--- src/rtl/mem_port_arbiter_if.sv ---
// Controller-side bus of mem_port_arbiter: request pulses plus held
// address/data/mask toward the cache controller, status and read data back.
interface mem_port_arbiter_if #(
  parameter int ADDR_WIDTH  = 32,
  parameter int STATE_WIDTH = 7
);
  logic                   rd_en;
  logic                   wr_en;
  logic [ADDR_WIDTH-1:0]  addr;
  logic [31:0]            wdata;
  logic [3:0]             mask;
  logic [31:0]            rdata;
  logic                   busy;
  logic [STATE_WIDTH-1:0] state;

  modport master (
    output rd_en, wr_en, addr, wdata, mask,
    input  rdata, busy, state
  );

  modport slave (
    input  rd_en, wr_en, addr, wdata, mask,
    output rdata, busy, state
  );
endinterface

--- src/rtl/mem_port_arbiter.sv ---
// Two-port arbiter/sequencer in front of the write-through cache controller.
// Define ARB_ROUND_ROBIN_EN for round-robin tie breaking; default is port 1 priority.
module mem_port_arbiter #(
  parameter int ADDR_WIDTH  = 32,
  parameter int STATE_WIDTH = 7
) (
  input  logic                  clk,
  input  logic                  rst_x,
  input  logic                  p0_req_i,
  input  logic [ADDR_WIDTH-1:0] p0_addr_i,
  output logic                  p0_ack_o,
  output logic [31:0]           p0_rdata_o,
  input  logic                  p1_req_i,
  input  logic                  p1_we_i,
  input  logic [ADDR_WIDTH-1:0] p1_addr_i,
  input  logic [31:0]           p1_wdata_i,
  input  logic [3:0]            p1_mask_i,
  output logic                  p1_ack_o,
  output logic [31:0]           p1_rdata_o,
  mem_port_arbiter_if.master    ctrl,
  output logic                  grant_o,
  output logic                  active_o
);

  localparam logic [STATE_WIDTH-1:0] CtrlIdle = '0;

  typedef enum logic [1:0] {IDLE, ISSUE, WAIT, DONE} state_e;

  state_e                state_q;
  logic                  grant_q;
  logic                  isWrite_q;
  logic                  rdEn_q;
  logic                  wrEn_q;
  logic                  active_q;
  logic                  p0Ack_q;
  logic                  p1Ack_q;
  logic [ADDR_WIDTH-1:0] addr_q;
  logic [31:0]           wdata_q;
  logic [3:0]            mask_q;
  logic [31:0]           p0Rdata_q;
  logic [31:0]           p1Rdata_q;

  logic anyReq;
  logic grant_d;
  logic isWrite_d;
  logic complete;

  assign anyReq = p0_req_i | p1_req_i;

`ifdef ARB_ROUND_ROBIN_EN
  logic lastServed_q;

  // On a tie the port that was not served last wins.
  always_comb begin
    grant_d = p1_req_i;
    if (p0_req_i && p1_req_i) begin
      grant_d = ~lastServed_q;
    end
  end

  always_ff @(posedge clk or negedge rst_x) begin
    if (!rst_x) begin
      lastServed_q <= 1'b0;
    end else if (state_q == IDLE && anyReq) begin
      lastServed_q <= grant_d;
    end
  end
`else
  assign grant_d = p1_req_i;
`endif

  assign isWrite_d = grant_d & p1_we_i;

  // Reads finish on busy dropping; writes finish once the controller FSM is idle.
  assign complete = isWrite_q ? (ctrl.state == CtrlIdle) : ~ctrl.busy;

  always_ff @(posedge clk or negedge rst_x) begin
    if (!rst_x) begin
      state_q   <= IDLE;
      grant_q   <= 1'b0;
      isWrite_q <= 1'b0;
      rdEn_q    <= 1'b0;
      wrEn_q    <= 1'b0;
      active_q  <= 1'b0;
      p0Ack_q   <= 1'b0;
      p1Ack_q   <= 1'b0;
      addr_q    <= '0;
      wdata_q   <= '0;
      mask_q    <= '0;
      p0Rdata_q <= '0;
      p1Rdata_q <= '0;
    end else begin
      case (state_q)
        IDLE: begin
          if (anyReq) begin
            grant_q   <= grant_d;
            isWrite_q <= isWrite_d;
            addr_q    <= grant_d ? p1_addr_i : p0_addr_i;
            wdata_q   <= grant_d ? p1_wdata_i : 32'h0;
            mask_q    <= grant_d ? p1_mask_i : 4'hF;
            rdEn_q    <= ~isWrite_d;
            wrEn_q    <= isWrite_d;
            active_q  <= 1'b1;
            state_q   <= ISSUE;
          end
        end
        ISSUE: begin
          rdEn_q  <= 1'b0;
          wrEn_q  <= 1'b0;
          state_q <= WAIT;
        end
        WAIT: begin
          if (complete) begin
            if (!isWrite_q) begin
              if (grant_q) p1Rdata_q <= ctrl.rdata;
              else         p0Rdata_q <= ctrl.rdata;
            end
            p0Ack_q <= ~grant_q;
            p1Ack_q <= grant_q;
            state_q <= DONE;
          end
        end
        DONE: begin
          p0Ack_q  <= 1'b0;
          p1Ack_q  <= 1'b0;
          active_q <= 1'b0;
          state_q  <= IDLE;
        end
        default: state_q <= IDLE;
      endcase
    end
  end

  assign ctrl.rd_en = rdEn_q;
  assign ctrl.wr_en = wrEn_q;
  assign ctrl.addr  = addr_q;
  assign ctrl.wdata = wdata_q;
  assign ctrl.mask  = mask_q;
  assign p0_ack_o   = p0Ack_q;
  assign p1_ack_o   = p1Ack_q;
  assign p0_rdata_o = p0Rdata_q;
  assign p1_rdata_o = p1Rdata_q;
  assign grant_o    = grant_q;
  assign active_o   = active_q;

endmodule

--- src/flat_wrapper.sv ---
// flat-port wrapper written by rule: the top's interface ports become plain ports
module mem_port_arbiter_flat 
#(
  parameter int ADDR_WIDTH  = 32,
  parameter int STATE_WIDTH = 7
)
  (clk, rst_x, p0_req_i, p0_addr_i, p0_ack_o, p0_rdata_o, p1_req_i, p1_we_i, p1_addr_i, p1_wdata_i, p1_mask_i, p1_ack_o, p1_rdata_o, grant_o, active_o, ctrl_rd_en, ctrl_wr_en, ctrl_addr, ctrl_wdata, ctrl_mask, ctrl_rdata, ctrl_busy, ctrl_state);
  mem_port_arbiter_if #(.ADDR_WIDTH(ADDR_WIDTH), .STATE_WIDTH(STATE_WIDTH)) ctrl_i ();
  input  logic clk;
  input  logic rst_x;
  input  logic p0_req_i;
  input  logic [ADDR_WIDTH-1:0] p0_addr_i;
  output logic p0_ack_o;
  output logic [31:0] p0_rdata_o;
  input  logic p1_req_i;
  input  logic p1_we_i;
  input  logic [ADDR_WIDTH-1:0] p1_addr_i;
  input  logic [31:0] p1_wdata_i;
  input  logic [3:0] p1_mask_i;
  output logic p1_ack_o;
  output logic [31:0] p1_rdata_o;
  output logic grant_o;
  output logic active_o;
  output wire logic [$bits(ctrl_i.rd_en)-1:0] ctrl_rd_en;
  output wire logic [$bits(ctrl_i.wr_en)-1:0] ctrl_wr_en;
  output wire logic [$bits(ctrl_i.addr)-1:0] ctrl_addr;
  output wire logic [$bits(ctrl_i.wdata)-1:0] ctrl_wdata;
  output wire logic [$bits(ctrl_i.mask)-1:0] ctrl_mask;
  input wire logic [$bits(ctrl_i.rdata)-1:0] ctrl_rdata;
  input wire logic [$bits(ctrl_i.busy)-1:0] ctrl_busy;
  input wire logic [$bits(ctrl_i.state)-1:0] ctrl_state;
  assign ctrl_rd_en = ctrl_i.rd_en;
  assign ctrl_wr_en = ctrl_i.wr_en;
  assign ctrl_addr = ctrl_i.addr;
  assign ctrl_wdata = ctrl_i.wdata;
  assign ctrl_mask = ctrl_i.mask;
  assign ctrl_i.rdata = ctrl_rdata;
  assign ctrl_i.busy = ctrl_busy;
  assign ctrl_i.state = ctrl_state;
  mem_port_arbiter #(.ADDR_WIDTH(ADDR_WIDTH), .STATE_WIDTH(STATE_WIDTH)) u_core (.clk(clk), .rst_x(rst_x), .p0_req_i(p0_req_i), .p0_addr_i(p0_addr_i), .p0_ack_o(p0_ack_o), .p0_rdata_o(p0_rdata_o), .p1_req_i(p1_req_i), .p1_we_i(p1_we_i), .p1_addr_i(p1_addr_i), .p1_wdata_i(p1_wdata_i), .p1_mask_i(p1_mask_i), .p1_ack_o(p1_ack_o), .p1_rdata_o(p1_rdata_o), .ctrl(ctrl_i), .grant_o(grant_o), .active_o(active_o));
endmodule
--- config.mk ---
export PLATFORM = sky130hd
export DESIGN_NAME = mem_port_arbiter_flat
export DESIGN_NICKNAME = d
export VERILOG_FILES = /design/src/rtl/mem_port_arbiter_if.sv /design/src/rtl/mem_port_arbiter.sv /design/src/flat_wrapper.sv
export SDC_FILE = /design/constraint.sdc
export NUM_CORES = 1
export LEC_CHECK = 0
export ABC_AREA = 0
export CAP_MARGIN = 20
export CORE_MARGIN = 1
export CORE_UTILIZATION = 41
export DETAILED_ROUTE_END_ITERATION = 8
export PLACE_DENSITY = 0.89
export SLEW_MARGIN = 0
export SYNTH_ARGS = -nofsm -noshare
export SYNTH_HDL_FRONTEND = slang
export SYNTH_SLANG_ARGS = --single-unit
--- constraint.sdc ---
create_clock -name clk -period 2.25 [get_ports clk]
set_input_delay 0.45 -clock clk [delete_from_list [all_inputs] [get_ports clk]]
set_output_delay 0.45 -clock clk [all_outputs]
set_load 0.02 [all_outputs]
# Yosys cells after proc, flatten, opt, wreduce, memory -nomap -nowiden
# Index checks and enable logic that the tools add are counted.
word_totals:
  wordCells: 53
  input_bits: 145
  out_inout_bits: 138
  register_bits: 141
classes:
  n_mux: 17
  n_eq_ne: 5
  bitwise: 6
  reduce_logical: 12
op_table:
  columns: ["op", "n"]
  rows:
  - ["two-way mux 32 bit", 2]
  - ["case mux 1 bit (2 select lines)", 5]
  - ["AND reduction 2 bit", 5]
  - ["case mux 2 bit (4 select lines)", 1]
  - ["AND reduction 4 bit", 2]
  - ["logical NOT 7 bit", 1]
  - ["two-way mux 1 bit", 6]
  - ["nonzero test 2 bit", 3]
  - ["equality test 2 bit (second input constant)", 2]
  - ["two-way mux 2 bit", 2]
  - ["two-way mux 4 bit", 1]
  - ["!= test 2 x 1 -> 1 bit (second input constant)", 2]
  - ["inverter 1 bit", 4]
  - ["equality test 2 x 1 -> 1 bit (second input constant)", 1]
  - ["logical NOT 2 bit", 1]
  - ["bitwise AND 1 bit", 1]
  - ["bitwise OR 1 bit", 1]

# Longest topological paths before layout
# Gate-level depths: netlist of run 1.
logic_depth:
  depth_word: 4
  mapped_depth: 8
  ltp_nobuf: 5

# Worst setup path before layout of run 1
# Ideal clock, no wire load.
synth_timing:
  path_kind: "flip-flop to flip-flop"
  startpoint: "register u_core.state_q[0]"
  endpoint: "register u_core.p0Rdata_q[0], in the netlist u_core.p0_rdata_o[0]"
  stages_incl_launch_ff: 7
  path_slack_ns: 0.509
  t_arrival_ns: 1.616
  path_buffers: 2
  setup_ns: 0.125
  period_less_slack_ns: 1.741
  required_time_ns: 2.125
  path_cell_list: "dfrtp_1 > inv_1 > ha_1 > buf_4 > nor4b_4 > buf_6 > mux2_2"
synth_between:
  elab_chain_len: 2
synth_rtl:
  columns: ["element", "line_no", "source"]
  rows:
  - ["start: declaration", "mem_port_arbiter.sv:29", "state_e state_q;"]
  - ["start signal: assignment", "mem_port_arbiter.sv:79", "state_q <= IDLE;"]
  - ["start signal: assignment", "mem_port_arbiter.sv:104", "state_q <= ISSUE;"]
  - ["start signal: assignment", "mem_port_arbiter.sv:110", "state_q <= WAIT;"]
  - ["equality test 2 bit", "mem_port_arbiter.sv:93", "case (state_q)"]
  - ["AND reduction 4 bit (no line)", null, null]
  - ["end signal: assignment", "mem_port_arbiter.sv:116", "else p0Rdata_q <= ctrl.rdata;"]
  - ["end: declaration", "mem_port_arbiter.sv:40", "logic [31:0] p0Rdata_q;"]
# Every way passes these cells.
# A chain may end at the register's enable or synchronous reset.

# Worst setup path in the final report of run 1
layout_timing:
  startpoint: "register u_core.grant_q, in the netlist u_core.grant_o"
  endpoint: "output grant_o"
layout_rtl:
  columns: ["element", "line_no", "source"]
  rows:
  - ["start: declaration", "mem_port_arbiter.sv:30", "logic grant_q;"]
  - ["start signal: assignment", "mem_port_arbiter.sv:96", "grant_q <= grant_d;"]
  - ["end: declaration", "flat_wrapper.sv:22", "output logic grant_o;"]
# No word-level cell between the ends.

==> results of run 1 <==
==> per-layer routing <==
| layer | track usage (%) | up-vias | routed length (um) |
|---|---|---|---|
| met3 | 8.26 | 24 | 1540 |
| met2 | 39.3 | 203 | 8500 |
| met5 | 0 | - | 0 |
| li1 | - | 2254 | - |
| met1 | 25.9 | 2299 | 6610 |
| met4 | 9.11 | 0 | 328 |
==> power by group <==
part	switching [mW]	internal (mW)
Sequential	0.799	3.82
Combinational	3.48	3.58
Clock	1.09	1.85
==> kinds of logic (layout without fill, tap and decap cells) <==
logic type / after synthesis / after routing / share of synthesized area, %
adder cells (fa/ha/maj): 4 / 4 / 0.828
AND/OR/NAND/NOR: 157 / 157 / 11.8
buffers and inverters: 37 / 333 / 3.98
flip-flops: 141 / 141 / 58.4
AO/OA/AOI/OAI: 53 / 53 / 5.24
multiplexers: 100 / 100 / 19.8
==> cells in the mapped netlist, types with 2 or more instances <==
cell type	n	area share (%)
a32o_1	3	0.50
nand2b_1	4	0.41
mux2i_1	36	6.0
ha_1	4	0.83
nor4b_4	2	0.79
o21ai_1	5	0.41
clkbuf_1	12	0.75
mux2_2	32	6.0
dfrtp_1	141	58
inv_1	4	0.25
buf_6	4	0.75
buf_12	3	0.99
o21ai_0	34	2.8
a22o_1	2	0.29
nor2_1	3	0.19
nor2b_1	5	0.52
nand3_1	32	2.7
buf_2	12	0.99
buf_4	2	0.25
mux2_4	30	7.5
nand2_1	105	6.5
mux2_1	2	0.37
==> worst max path at each step <==
stage / startpoint / end / slack, ns
finish: u_core.grant_o / grant_o / 0.21
global route: u_core.grant_o / grant_o / 0.13
CTS: u_core.grant_o / grant_o / 0.17
detailed placement: ctrl_busy / u_core.p1_rdata_o[31] / 0.15
global placement: ctrl_busy / u_core.p1_rdata_o[29] / 0.19
floorplan: u_core.state_q[0] / u_core.p0_rdata_o[0] / 0.51
==> state kept, by name, summed over array words and instances (netlist names), 2 cells and up <==
signal,cells
u_core.ctrl.addr,32
u_core.ctrl.wdata,32
u_core.p0_rdata_o,32
u_core.p1_rdata_o,32
u_core.ctrl.mask,4
u_core.state_q,2
==> layout make-up <==
cell class,instances,area (um2),area share [%]
clock buffers,17,425,4.39
clock inverters,14,194,2.00
inverters,4,15.0,0.155
multi-input cells,314,2280,23.6
flip-flops and latches,141,3530,36.4
well taps,180,225,2.32
repair buffers,298,3020,31.1
==> metrics by stage <==
stage / instances / util, % / total power [mW] / hold WS, ns / area (um2)
6_report: 968 / 68.5 / 14.6 / -0.000995 / 9690
5_1_grt: 968 / 68.5 / 15.4 / 0.0395 / 9690
4_1_cts: 968 / 68.5 / 14.8 / 0.0260 / 9690
3_5_place_dp: 937 / 64.1 / 11.7 / 0.455 / 9070
3_3_place_gp: 937 / 64.1 / 11.5 / 0.449 / 9070
2_1_floorplan: 492 / - / 8.21 / 0.154 / 6040
==> flow_summary.ini, run 1 <==
[logic_synthesis]
synthCells = 492
ys_ff_latch = 141
async_flop_share_pct = 100
synth_edf_count = 0
ys.warnings.count = 0
seq_area_frac_synth_pct = 58.4
synth_flop_cell = dfrtp_1
synth_nets = 641
synth.distinct_cells = 37
syn_area_per_cell_um2 = 12.3
syn_area_um2 = 6040

[floorplan]
initial_utilization_pct = 42.7
num_io_pins = 283
dieArea_um2 = 15200
dieHeight_um = 123
rows = 43
dieWidth_um = 123
core_area_um2 = 14100

[sta]
fin_crit_ns = 2.04
rsz0062_at_grt = no
fin_hold_ws_ns = -0.000995
setup_violations = 0
slew_violations = 0
fin_ws_ns = 0.206
fmax_ghz = 0.489
worst_pin_slew_ns = 0.563
clock_skew_ns = 0.0106
hold_violations = 1
fin_crit_sh_pct = 90.8
slew_headroom_pct = 62.5
finalSetupTns_ns = 0

[cells_and_area]
final.fill_count = 1025
mostFrequentLayoutCells = clkdlybuf4s50_1 (280), dfrtp_1 (141), nand2_1 (105)
layout.nets = 925
area_growth_pct = 60.3
num_antenna_cells = 0
layout-drive-gt1-share_pct = 15.1
final_common_cell = clkdlybuf4s50_1

[setup_path]
crit_cells = 1
max_stage_delay_ns = 0.70
setup.worst_path.start_class = register
rrSetupSlack_ns = 0.23
cp-end-kind = primary output
cp.required_ns = 1.80
critPathBufInv = 1
crit_path_top_delay_cell = clkdlybuf4s50_1
critPathTopFamily = buffers and inverters
r2r_start = u_core.state_q[0]
crit_chain = clkdlybuf4s50_1
reg2reg_depth = 5
path_max_fanout = 6
r2r-end = u_core.p0_rdata_o[13]
critPathKind = register to primary output
cp.arrival_ns = 1.59

[global_route]
grt_pass1_wl_um = 25900
grt_start_max_net_pins = 61
grt_overflow = 0
grt_pass1_vias = 4957
antenna_found_initial = 0
grtUsageTotal_pct = 22.9

[clocking]
cts_made_buffers = 17
cts_setup_buffers = 0
cts_resized = 0
cts.sinks = 141
clkLatencyLatePin_ns = 0.42
cts_root_buffer = clkbuf_16
cts.path.max_buffers = 2
clk_pin_slew_worst_paths_ns = 0.06
cts.htree.levels = 4
tritoncts = done
postCtsHoldBufs = 0

[detailed_routing]
drcViolationCount = 0
routed_via_density = 4.94
wirelength_um = 17000
post_drt_wl_per_cell_um = 17.5
ant_nets = 0
drtPass1Iterations = 4
vias = 4780
drtIter0Drc = 197

[placed_design]
io_buffer_count = 282
place_ws_ns = 0.147
post-dp-hpwl_um = 12600
routabilityCongestion = 0.753

[flow_run]
cap_violations = 0

[power_and_ir_drop]
ir_drop_mv = 0.691
power_leakage_nw = 4.33
p_per_area_nw_per_um2 = 1510

[status]
failed_checks = hold timing
status = finished with violations

[hold_path]
min_path_type = primary input to asynchronous set/reset pin
(Power assumes the default switching activity.)
==> run 2: changes to the inputs <==
Settings changed: CTS_CLUSTER_SIZE from default to 10.
==> results of run 2 <==
The final DEF is identical to that of run 1; final timing and power are the same.
==> run 3: changes to the inputs <==
Clock period 2.25 ns to 1.9 ns, I/O delays scaled along.
==> flow_summary.ini, run 3 (synthesis gave the netlist of run 1 again) <==
[sta]
fmax_ghz = 0.547
fin_crit_sh_pct = 96.3
hold_violations = 0
clock_skew_ns = 0.00871
finalSetupTns_ns = 0
fin_crit_ns = 1.83
setup_violations = 0
slew_violations = 0
fin_hold_ws_ns = 0.334
worst_pin_slew_ns = 0.456
rsz0062_at_grt = no
slew_headroom_pct = 69.6
fin_ws_ns = 0.0704

[hold_path]
min_path_type = primary input to register
timing.hold.worst.start = p1_req_i
hold_end = u_core.ctrl.wdata[0]
hold_depth = 3

[setup_path]
setup.worst_path.start_class = register
path_max_fanout = 2
r2r_start = u_core.state_q[0]
reg2reg_depth = 5
cp.arrival_ns = 1.45
critPathBufInv = 1
crit_chain = clkdlybuf4s50_1
crit_path_top_delay_cell = clkdlybuf4s50_1
r2r-end = u_core.p0_rdata_o[0]
max_stage_delay_ns = 0.69
cp.required_ns = 1.52
rrSetupSlack_ns = 0.13
critPathTopFamily = buffers and inverters
critPathKind = register to primary output
cp-end-kind = primary output

[detailed_routing]
drcViolationCount = 0
ant_nets = 0
wl_met3_um = 1630
drt-met1-wl_um = 6410
drtIter0Drc = 231
post_drt_wl_per_cell_um = 16.8
routed_via_density = 4.87
top_layer_used = met4
wl_met2_um = 8100
wirelength_um = 16400
drtPass1Iterations = 4
vias = 4740

[floorplan]
dieWidth_um = 123
core_area_um2 = 14100
initial_utilization_pct = 42.7
dieArea_um2 = 15200
num_io_pins = 283
dieHeight_um = 123
rows = 43

[global_route]
antenna_found_initial = 0
grt_pass1_wl_um = 25300
grt_overflow = 0
grt_start_max_net_pins = 65
grt_pass1_vias = 4775
grtUsageTotal_pct = 22.4

[cells_and_area]
final_common_cell = clkdlybuf4s50_1
layout.nets = 930
final_area_um2 = 9740
stdcell_count = 974
area_growth_pct = 61.1
num_antenna_cells = 0
layout-drive-gt1-share_pct = 15.6
mostFrequentLayoutCells = clkdlybuf4s50_1 (278), dfrtp_1 (141), nand2_1 (105)

[placed_design]
place_area_um2 = 9120
post-dp-hpwl_um = 12000
place_ws_ns = -0.0265
io_buffer_count = 282
placedCellCount = 941
routabilityCongestion = 0.732

[power_and_ir_drop]
ir_drop_mv = 0.768
p_per_area_nw_per_um2 = 1770
power_leakage_nw = 4.37

[clocking]
cts.sinks = 141
tritoncts = done
clkLatencyLatePin_ns = 0.41
cts.htree.levels = 4
cts_setup_buffers = 0
cts_root_buffer = clkbuf_16
clk_pin_slew_worst_paths_ns = 0.06
cts.path.max_buffers = 2
cts_made_buffers = 17

[flow_run]
cap_violations = 0

[status]
status = finished, final reports clean
run 3: area by class of cell:
cell class              count  area [um2]
multi-input cells         314        2280
clock buffers              20         467
flip-flops and latches    141        3530
repair buffers            303        3080
fillers                  1022        4410
inverters                   4        15.0
well taps                 180         225
clock inverters            12         134
run 3: layer usage:
| layer | global-route usage (%) | vias up |
|---|---|---|
| li1 | - | 2267 |
| met1 | 25.0 | 2247 |
| met2 | 38.4 | 207 |
| met3 | 9.18 | 19 |
| met4 | 7.53 | 0 |
| met5 | 0 | - |
run 3: worst max path at each step:
stage                    startpoint                   end  slack (ns)  depth (start not counted)
2_1_floorplan     u_core.state_q[0]  u_core.p0_rdata_o[0]        0.16                          6
3_3_place_gp              ctrl_busy  u_core.p0_rdata_o[8]        0.03                          4
3_5_place_dp              ctrl_busy  u_core.p0_rdata_o[0]       -0.03                          4
4_1_cts           u_core.ctrl.rd_en            ctrl_rd_en        0.02                          1
5_1_grt             u_core.p0_ack_o              p0_ack_o        0.01                          1
6_report       u_core.p0_rdata_o[9]         p0_rdata_o[9]        0.07                          1
run 3: metrics by stage:
stage / total power [mW] / util (%)
global route: 18.2 / 68.8
global placement: 13.7 / 64.5
CTS: 17.4 / 68.8
detailed placement: 14.0 / 64.5
finish: 17.2 / 68.8
floorplan: 9.72 / -
run 3: worst reg2reg max path, delay by kind of cell, from the launching register on:
kind / cells / cell delay [ns]
buffers and inverters: 2 / 0.37
adders and majority gates: 1 / 0.22
and+or+nand+nor: 1 / 0.30
DFF: 1 / 0.40
muxes: 1 / 0.36
run 3: where the power goes:
| part | total [mW] | internal, mW | switching (mW) |
|---|---|---|---|
| Clock | 3.32 | 2.04 | 1.27 |
| Combinational | 8.45 | 4.32 | 4.12 |
| Sequential | 5.42 | 4.53 | 0.893 |
| Total | 17.2 | 10.9 | 6.29 |
run 3: repair_timing:
action | CTS | global route
hold buffers | 1 | 0
pin swaps | 0 | 0
resized for setup | 1 | 1
setup endpoints to repair | 1 | 1
hold endpoints to repair | 40 | 0
